--- src/rtl/mwdatabus_ctrl.sv ---
// Write data-bus controller: routes one write request to REG, ROM/RAM or IO,
// sequencing strobes, memory wait states and IO acknowledge with timeout.
module mwdatabus_ctrl #(
    parameter int unsigned MEM_WAIT   = 2,
    parameter int unsigned IO_TIMEOUT = 15
) (
    input  logic        CLK,
    input  logic        RST_N,
    input  logic        REQ,
    input  logic [15:0] DST,
    input  logic [15:0] DATA,
    output logic        BUSY,
    output logic        DONE,
    output logic        ERR,
    output logic [15:0] REG_WD,
    output logic        REG_WE,
    output logic [15:0] MEM_WD,
    output logic        MEM_WE,
    output logic [15:0] IO_WD,
    output logic        IO_WE,
    input  logic        IO_ACK
);

    typedef enum logic [2:0] {
        IDLE,
        REG_WR,
        MEM_WR,
        IO_WR,
        FIN
    } state_t;

    localparam logic [7:0] MEM_LAST = 8'(MEM_WAIT - 1);
    localparam logic [7:0] IO_LAST  = 8'(IO_TIMEOUT - 1);

    state_t     state;
    logic [7:0] cnt;

    // Only the target select bits of the destination word matter.
    logic unused_dst;
    assign unused_dst = ^DST[15:2];

    // Transfer sequencer; every output is a register updated here.
    always_ff @(posedge CLK or negedge RST_N) begin
        if (!RST_N) begin
            state  <= IDLE;
            cnt    <= 8'd0;
            BUSY   <= 1'b0;
            DONE   <= 1'b0;
            ERR    <= 1'b0;
            REG_WE <= 1'b0;
            REG_WD <= 16'h0000;
            MEM_WE <= 1'b0;
            MEM_WD <= 16'h0000;
            IO_WE  <= 1'b0;
            IO_WD  <= 16'h0000;
        end else begin
            DONE <= 1'b0;
            ERR  <= 1'b0;
            unique case (state)
                IDLE, FIN: begin
                    BUSY <= 1'b0;
                    if (REQ) begin
                        BUSY <= 1'b1;
                        cnt  <= 8'd0;
                        unique case (DST[1:0])
                            2'b00: begin
                                state  <= REG_WR;
                                REG_WE <= 1'b1;
                                REG_WD <= DATA;
                            end
                            2'b01: begin
                                state  <= MEM_WR;
                                MEM_WE <= 1'b1;
                                MEM_WD <= DATA;
                            end
                            2'b10: begin
                                state <= IO_WR;
                                IO_WE <= 1'b1;
                                IO_WD <= DATA;
                            end
                            default: begin
                                // Null sink: one busy cycle, no strobe.
                                state <= REG_WR;
                            end
                        endcase
                    end else begin
                        state <= IDLE;
                    end
                end
                REG_WR: begin
                    state  <= FIN;
                    BUSY   <= 1'b0;
                    DONE   <= 1'b1;
                    REG_WE <= 1'b0;
                    REG_WD <= 16'h0000;
                end
                MEM_WR: begin
                    if (cnt == MEM_LAST) begin
                        state  <= FIN;
                        BUSY   <= 1'b0;
                        DONE   <= 1'b1;
                        MEM_WE <= 1'b0;
                        MEM_WD <= 16'h0000;
                    end else begin
                        cnt <= cnt + 8'd1;
                    end
                end
                IO_WR: begin
                    // An ACK in the last allowed cycle still wins.
                    if (IO_ACK || cnt == IO_LAST) begin
                        state <= FIN;
                        BUSY  <= 1'b0;
                        DONE  <= 1'b1;
                        ERR   <= ~IO_ACK;
                        IO_WE <= 1'b0;
                        IO_WD <= 16'h0000;
                    end else begin
                        cnt <= cnt + 8'd1;
                    end
                end
                default: state <= IDLE;
            endcase
        end
    end

endmodule

--- config.mk ---
export PLATFORM = sky130hd
export DESIGN_NAME = mwdatabus_ctrl
export DESIGN_NICKNAME = d
export VERILOG_FILES = /design/src/rtl/mwdatabus_ctrl.sv
export SDC_FILE = /design/constraint.sdc
export NUM_CORES = 1
export LEC_CHECK = 0
export CAP_MARGIN = 20
export CELL_PAD_IN_SITES_DETAIL_PLACEMENT = 1
export CELL_PAD_IN_SITES_GLOBAL_PLACEMENT = 1
export CORE_AREA = 2 2 91 111
export DETAILED_ROUTE_END_ITERATION = 8
export DIE_AREA = 0 0 93 113
export PLACE_DENSITY = 0.68
export SYNTH_ARGS = -nofsm -noshare
export SYNTH_HDL_FRONTEND = slang
export SYNTH_SLANG_ARGS = --single-unit
--- constraint.sdc ---
create_clock -name CLK -period 1.9 [get_ports CLK]
set_input_delay 0.38 -clock CLK [delete_from_list [all_inputs] [get_ports CLK]]
set_output_delay 0.38 -clock CLK [all_outputs]
set_load 0.005 [all_outputs]
==> results.py, run 1 <==
metrics = {
    "run_status": {
        "outcome": "finished clean",
    },
    "global_route": {
        "antenna_found_initial": 0,
        "grt_pass1_vias": 2365,
        "grt_max_degree": 51,
        "grtUsageTotal_pct": 15.8,
        "grt_first_pass_wirelength_um": 12800,
        "overflow": 0,
    },
    "sta": {
        "fin_crit_sh_pct": 97.5,
        "whs_ns": 0.483,
        "slew_headroom_pct": 67.9,
        "rsz0062_at_grt": "true",
        "hold_violations": 0,
        "finalSetupViolations": 0,
        "tightest_slew_ns": 0.480,
        "drv_slew": 0,
        "clock_skew_ns": 0.00692,
        "tns_ns": 0,
        "finalCriticalPeriod_ns": 1.85,
        "fmax_mhz": 540,
    },
    "power_and_ir_drop": {
        "power.density_nw_per_um2": 1590,
        "p_leak_nw": 1.86,
        "ir_drop_mv": 0.559,
    },
    "setup_path": {
        "end_kind": "flop",
        "r2r_slack_ns": 0.05,
        "path_cells": "inv_1 -> ha_2 -> or4b_4 -> a21oi_4 -> buf_6 -> o21ai_0 -> a21o_1",
        "critPathLaunchType": "flop",
        "required_ns": 2.12,
        "worstReg2RegStart": "cnt[1]",
        "reg2reg_depth": 7,
        "r2r-end": "BUSY",
        "cp.arrival_ns": 2.07,
        "crit_fanout": 3,
        "critPathMaxStageDelay_ns": 0.51,
        "slowest_stage": "or4b_4",
        "path_class": "flop to flop",
        "crit_family": "simple AND/OR/NAND/NOR gates",
        "cp_num_buf_inv": 2,
    },
    "job": {
        "cap_violations": 0,
    },
    "logic_synthesis": {
        "async_reset_ff_share_pct": 100,
        "avgSynthCellArea_um2": 12.9,
        "synth_top_area_share_pct": 58.7,
        "synth_fp_nets": 257,
        "syn_area_um2": 2770,
        "ys_warn_count": 0,
        "ys_ff_latch": 65,
        "syn_inst": 215,
        "synth-edff-count": 0,
        "ys.flop_type": "dfrtp_1",
        "seq_area_frac_synth_pct": 58.7,
        "yosys-top-cells-area": "dfrtp_1, a22o_1, buf_6",
        "synth_top_cell_by_area": "dfrtp_1",
        "synth.distinct_cells": 42,
    },
    "detailed_routing": {
        "drt_iter0_drc": 111,
        "vias": 2204,
        "dr.pass1.iters": 4,
        "post_drt_via_cell_ratio": 5.00,
        "wl_per_cell_um": 17.6,
        "antenna_left": 0,
        "drc": 0,
        "wirelength_um": 7750,
    },
    "cts": {
        "cts_sinks": 65,
        "cts_inserted_buffers": 9,
        "cts_root_buffer": "clkbuf_16",
        "h-tree-depth": 3,
        "cts_buffer_depth": 2,
        "cts_tree": "yes",
        "clock_latency_ns": 0.33,
        "clkTransAtPathRegs_ns": 0.06,
    },
    "final_layout": {
        "fillers": 1013,
        "seq_area_um2": 1630,
        "antenna_cells": 0,
        "multi_input_area_um2": 1010,
        "final_core_util_pct": 43.9,
        "fin_nets": 355,
        "stdcell_area_um2": 4110,
        "area_delta_synth_final_pct": 48.4,
        "drive_above_1_share_pct": 20.1,
    },
    "floorplanning": {
        "core-area_um2": 9370,
        "fp-row-count": 39,
        "die_h_um": 113,
        "initial_utilization_pct": 29.6,
        "num_io_pins": 90,
        "die-area_um2": 10500,
        "die_x_um": 93,
    },
    "min_path": {
        "hold_path_depth": 1,
        "hold_path_end": "IO_WE",
        "hold_start": "IO_WE",
        "hold_class": "flop to flop",
    },
    "placed_design": {
        "gp_congestion": 0.764,
        "postPlaceCellArea_um2": 3760,
        "port_buffers": 75,
        "dpl.hpwl_um": 5250,
    },
}
placed cells by master (no fill, tap or decap), types with 2 or more instances in the layout:
cell             synthesis  routed
clkinv_2                 0       2
o211ai_1                 2       2
clkbuf_16                0       9
nand3_1                  7       7
dfrtp_1                 65      65
nor2_1                   6       6
a21oi_1                  4       4
nand2b_1                 2       2
inv_1                    6       6
clkdlybuf4s50_1          0      74
buf_4                    1      21
and2_1                   2       2
a21o_1                   3       3
or4_4                    1       2
ha_1                     6       5
o21ai_0                  8       7
nand4_1                  2       2
a22o_1                  42      42
nor3_1                   3       2
buf_12                   0       4
inv_6                    0       2
nand2_1                  9       9
clkinv_4                 0       2
a22o_2                   6       6
buf_6                    9       3
o31ai_1                  4       4
registers in the layout, summed over array words and instances, names as in the netlist, 3 cells and up:
signal  flops
IO_WD      16
MEM_WD     16
state       3
REG_WD     16
cnt         8
routing by layer:
| metal | part of all wire (%) | GRT usage [%] | vias to the layer above |
|---|---|---|---|
| met5 | 0 | 0 | - |
| met4 | 1.2 | 5.00 | 0 |
| met3 | 3.2 | 2.66 | 10 |
| met2 | 51 | 26.5 | 53 |
| met1 | 45 | 20.8 | 1138 |
| li1 | - | - | 1003 |
layout make-up:
type,instances,share of cell area [%]
Clock inverter,7,1.28
Multi-Input combinational cell,127,24.5
Inverter,6,0.547
Timing Repair Buffer,104,25.0
Tap cell,123,3.74
Sequential cell,65,39.5
Clock buffer,9,5.47
how the worst max path moves through the flow:
stage | slack (ns) | cells after the start | from | end
6_report | 0.05 | 7 | cnt[1] | BUSY
5_1_grt | -0.02 | 7 | cnt[1] | cnt[2]
3_3_place_gp | -0.33 | 6 | DST[1] | MEM_WD[0]
3_5_place_dp | -0.36 | 6 | DST[1] | MEM_WD[0]
2_1_floorplan | 0.05 | 7 | cnt[4] | IO_WD[10]
4_1_cts | 0.06 | 6 | cnt[1] | MEM_WD[7]
synthesized netlist by cell type, types with 6 or more instances:
cell	count
a22o_1	42
a22o_2	6
buf_6	9
dfrtp_1	65
ha_1	6
inv_1	6
nand2_1	9
nand3_1	7
nor2_1	6
o21ai_0	8
power by group:
group	internal (mW)	switching, mW	total, mW
Clock	0.891	0.639	1.53
Sequential	1.97	0.378	2.35
Combinational	1.68	0.978	2.66
logic make-up after synthesis:
kind of cell	after synthesis	share of synthesized area (%)
AOI/OAI and AO/OA	77	23.5
DFF	65	58.7
and+or+nand+nor	43	8.89
buffers and inverters	23	5.82
adders and majority gates	6	2.71
muxes	1	0.361
through the flow:
stage,std cells,setup WS (ns),power [mW]
2_1_floorplan,215,0.0546,3.35
3_3_place_gp,421,-0.331,4.90
3_5_place_dp,421,-0.359,4.96
4_1_cts,440,0.0595,6.58
5_1_grt,441,-0.0228,6.96
6_report,441,0.0466,6.54
repair_timing:
| item | in CTS | in global routing |
|---|---|---|
| resized for setup | 2 | 7 |
| hold buffers | 1 | 0 |
| setup endpoints to repair | 23 | 19 |
| hold endpoints to repair | 15 | 0 |
| pin swaps | 2 | 3 |
| gates cloned | 0 | 0 |
| buffers inserted | 2 | 1 |
(Power assumes the default switching activity.)
==> run 2: changes to the inputs <==
SLEW_MARGIN = 10   (was unset)
==> results of run 2 <==
Same layout as run 1: the final DEF is identical, and so are final timing and power.
==> run 3: changes to the inputs <==
RECOVER_POWER = 100   (was unset)
==> run 3 against run 2 <==
Non-clock buffer count stayed put. Maximum frequency shrank 0.11%. Highest routed layer unchanged. Clock power about the same. Sequential power about the same. Combinational power shrank 8.6%. Core utilization shrank 0.15 points. Clock-buffer cell count stayed put. Via count grew 0.41%. Die area stayed put. Register-to-register slack about the same. Critical endpoint unchanged. Routed wire length shrank 0.53%.
==> results.py, run 3 (same netlist as run 1, synthesis figures left out) <==
metrics = {
    "run_status": {
        "outcome": "finished clean",
    },
    "floorplanning": {
        "die_h_um": 113,
        "initial_utilization_pct": 29.6,
        "fp-row-count": 39,
        "num_io_pins": 90,
        "die_x_um": 93,
        "die-area_um2": 10500,
        "core-area_um2": 9370,
    },
    "detailed_routing": {
        "dr.pass1.iters": 5,
        "antenna_left": 0,
        "drc": 0,
        "drt_iter0_drc": 101,
        "post_drt_via_cell_ratio": 5.02,
        "wirelength_um": 7710,
        "wl_per_cell_um": 17.5,
        "vias": 2213,
    },
    "global_route": {
        "antenna_found_initial": 0,
        "grt_max_degree": 51,
        "grt_pass1_vias": 2365,
        "grt_first_pass_wirelength_um": 12800,
        "grtUsageTotal_pct": 15.8,
        "overflow": 0,
    },
    "setup_path": {
        "worstReg2RegStart": "cnt[1]",
        "path_cells": "inv_1 -> ha_2 -> or4b_4 -> a21oi_4 -> buf_6 -> o21ai_0 -> a21o_1",
        "cp.arrival_ns": 2.07,
        "r2r_slack_ns": 0.04,
        "end_kind": "flop",
        "required_ns": 2.12,
        "crit_start": "cnt[1]",
        "crit_fanout": 3,
        "critPathLaunchType": "flop",
        "path_class": "flop to flop",
        "slowest_stage": "or4b_4",
        "critPathMaxStageDelay_ns": 0.51,
    },
    "placed_design": {
        "gp_congestion": 0.764,
        "place_inst": 421,
        "port_buffers": 75,
        "postPlaceCellArea_um2": 3760,
        "dpl_worst_slack_ns": -0.359,
        "dpl.hpwl_um": 5250,
    },
    "final_layout": {
        "layout_common_cells": "dfrtp_1, dlygate4sd3_1, a22o_1",
        "drive_above_1_share_pct": 19.8,
        "mostFrequentLayoutCell": "dfrtp_1",
        "largestRegisters": "IO_WD (16), MEM_WD (16), REG_WD (16)",
        "stdcell_area_um2": 4100,
        "final_core_util_pct": 43.8,
        "fin_nets": 355,
        "fillers": 1014,
        "area_delta_synth_final_pct": 47.9,
        "finalNonFillerCells": 441,
        "antenna_cells": 0,
    },
    "min_path": {
        "hold_class": "flop to flop",
        "hold_start": "IO_WE",
    },
    "sta": {
        "fmax_mhz": 539,
        "hold_violations": 0,
        "whs_ns": 0.476,
        "drv_slew": 0,
        "rsz0062_at_grt": "true",
        "setup_ws_ns": 0.0446,
        "tns_ns": 0,
        "slew_headroom_pct": 36.7,
        "clock_skew_ns": 0.00580,
        "fin_crit_sh_pct": 97.7,
        "tightest_slew_ns": 0.949,
        "finalSetupViolations": 0,
        "finalCriticalPeriod_ns": 1.86,
    },
    "cts": {
        "cts_sinks": 65,
        "cts_buffer_depth": 2,
        "cts_tree": "yes",
        "clkTransAtPathRegs_ns": 0.06,
        "h-tree-depth": 3,
        "cts_root_buffer": "clkbuf_16",
        "cts_inserted_buffers": 9,
        "clock_latency_ns": 0.33,
    },
    "job": {
        "cap_violations": 0,
    },
    "power_and_ir_drop": {
        "p_leak_nw": 1.96,
        "power.density_nw_per_um2": 1530,
        "ir_drop_mv": 0.556,
        "finalPower_mw": 6.28,
    },
}
run 3: critical path: cells and delay by family (launching register included):
kind / cells / cell delay (ns)
fa+ha+maj: 1 / 0.17
simple gates: 1 / 0.51
buf+inv: 2 / 0.18
flops: 1 / 0.37
compound gates: 3 / 0.52
run 3: final timing paths:
kind,endpoint,depth (start not counted)
worst min register to register,IO_WE,1
worst max register to register,BUSY,7
min in group asynchronous,cnt[3],2
worst max-delay path,BUSY,7
max in group asynchronous,IO_WD[12],3
worst min-delay path,IO_WE,1
run 3: where the power goes:
part	internal, mW	switching (mW)	total [mW]
Sequential	1.97	0.353	2.32
Clock	0.890	0.637	1.53
Combinational	1.46	0.974	2.43
Total	4.32	1.96	6.28
run 3: timing repair:
action                                  4_1_cts  5_1_grt
hold buffers                                  1        0
resized for setup                             2        7
setup buffers                                 2        1
pin swaps                                     2        3
endpoints found under the setup margin       23       19
hold endpoints to repair                     15        0
gates cloned                                  0        0
run 3: layer usage:
metal	vias to the layer above	track usage [%]	share of wire, %
li1	1003	-	-
met1	1138	20.8	44
met2	63	26.5	51
met3	9	2.66	3.7
met4	0	5.00	1.2
met5	-	0	0
run 3: final cells by class:
class / instances / area [um2] / share of cell area [%]
sequential: 65 / 1630 / 39.7
clock buffer: 9 / 225 / 5.49
clock inverter: 7 / 52.6 / 1.28
timing repair buffer: 104 / 1010 / 24.7
multi-input combinational: 127 / 1010 / 24.5
inverter: 6 / 22.5 / 0.549
tap: 123 / 154 / 3.75
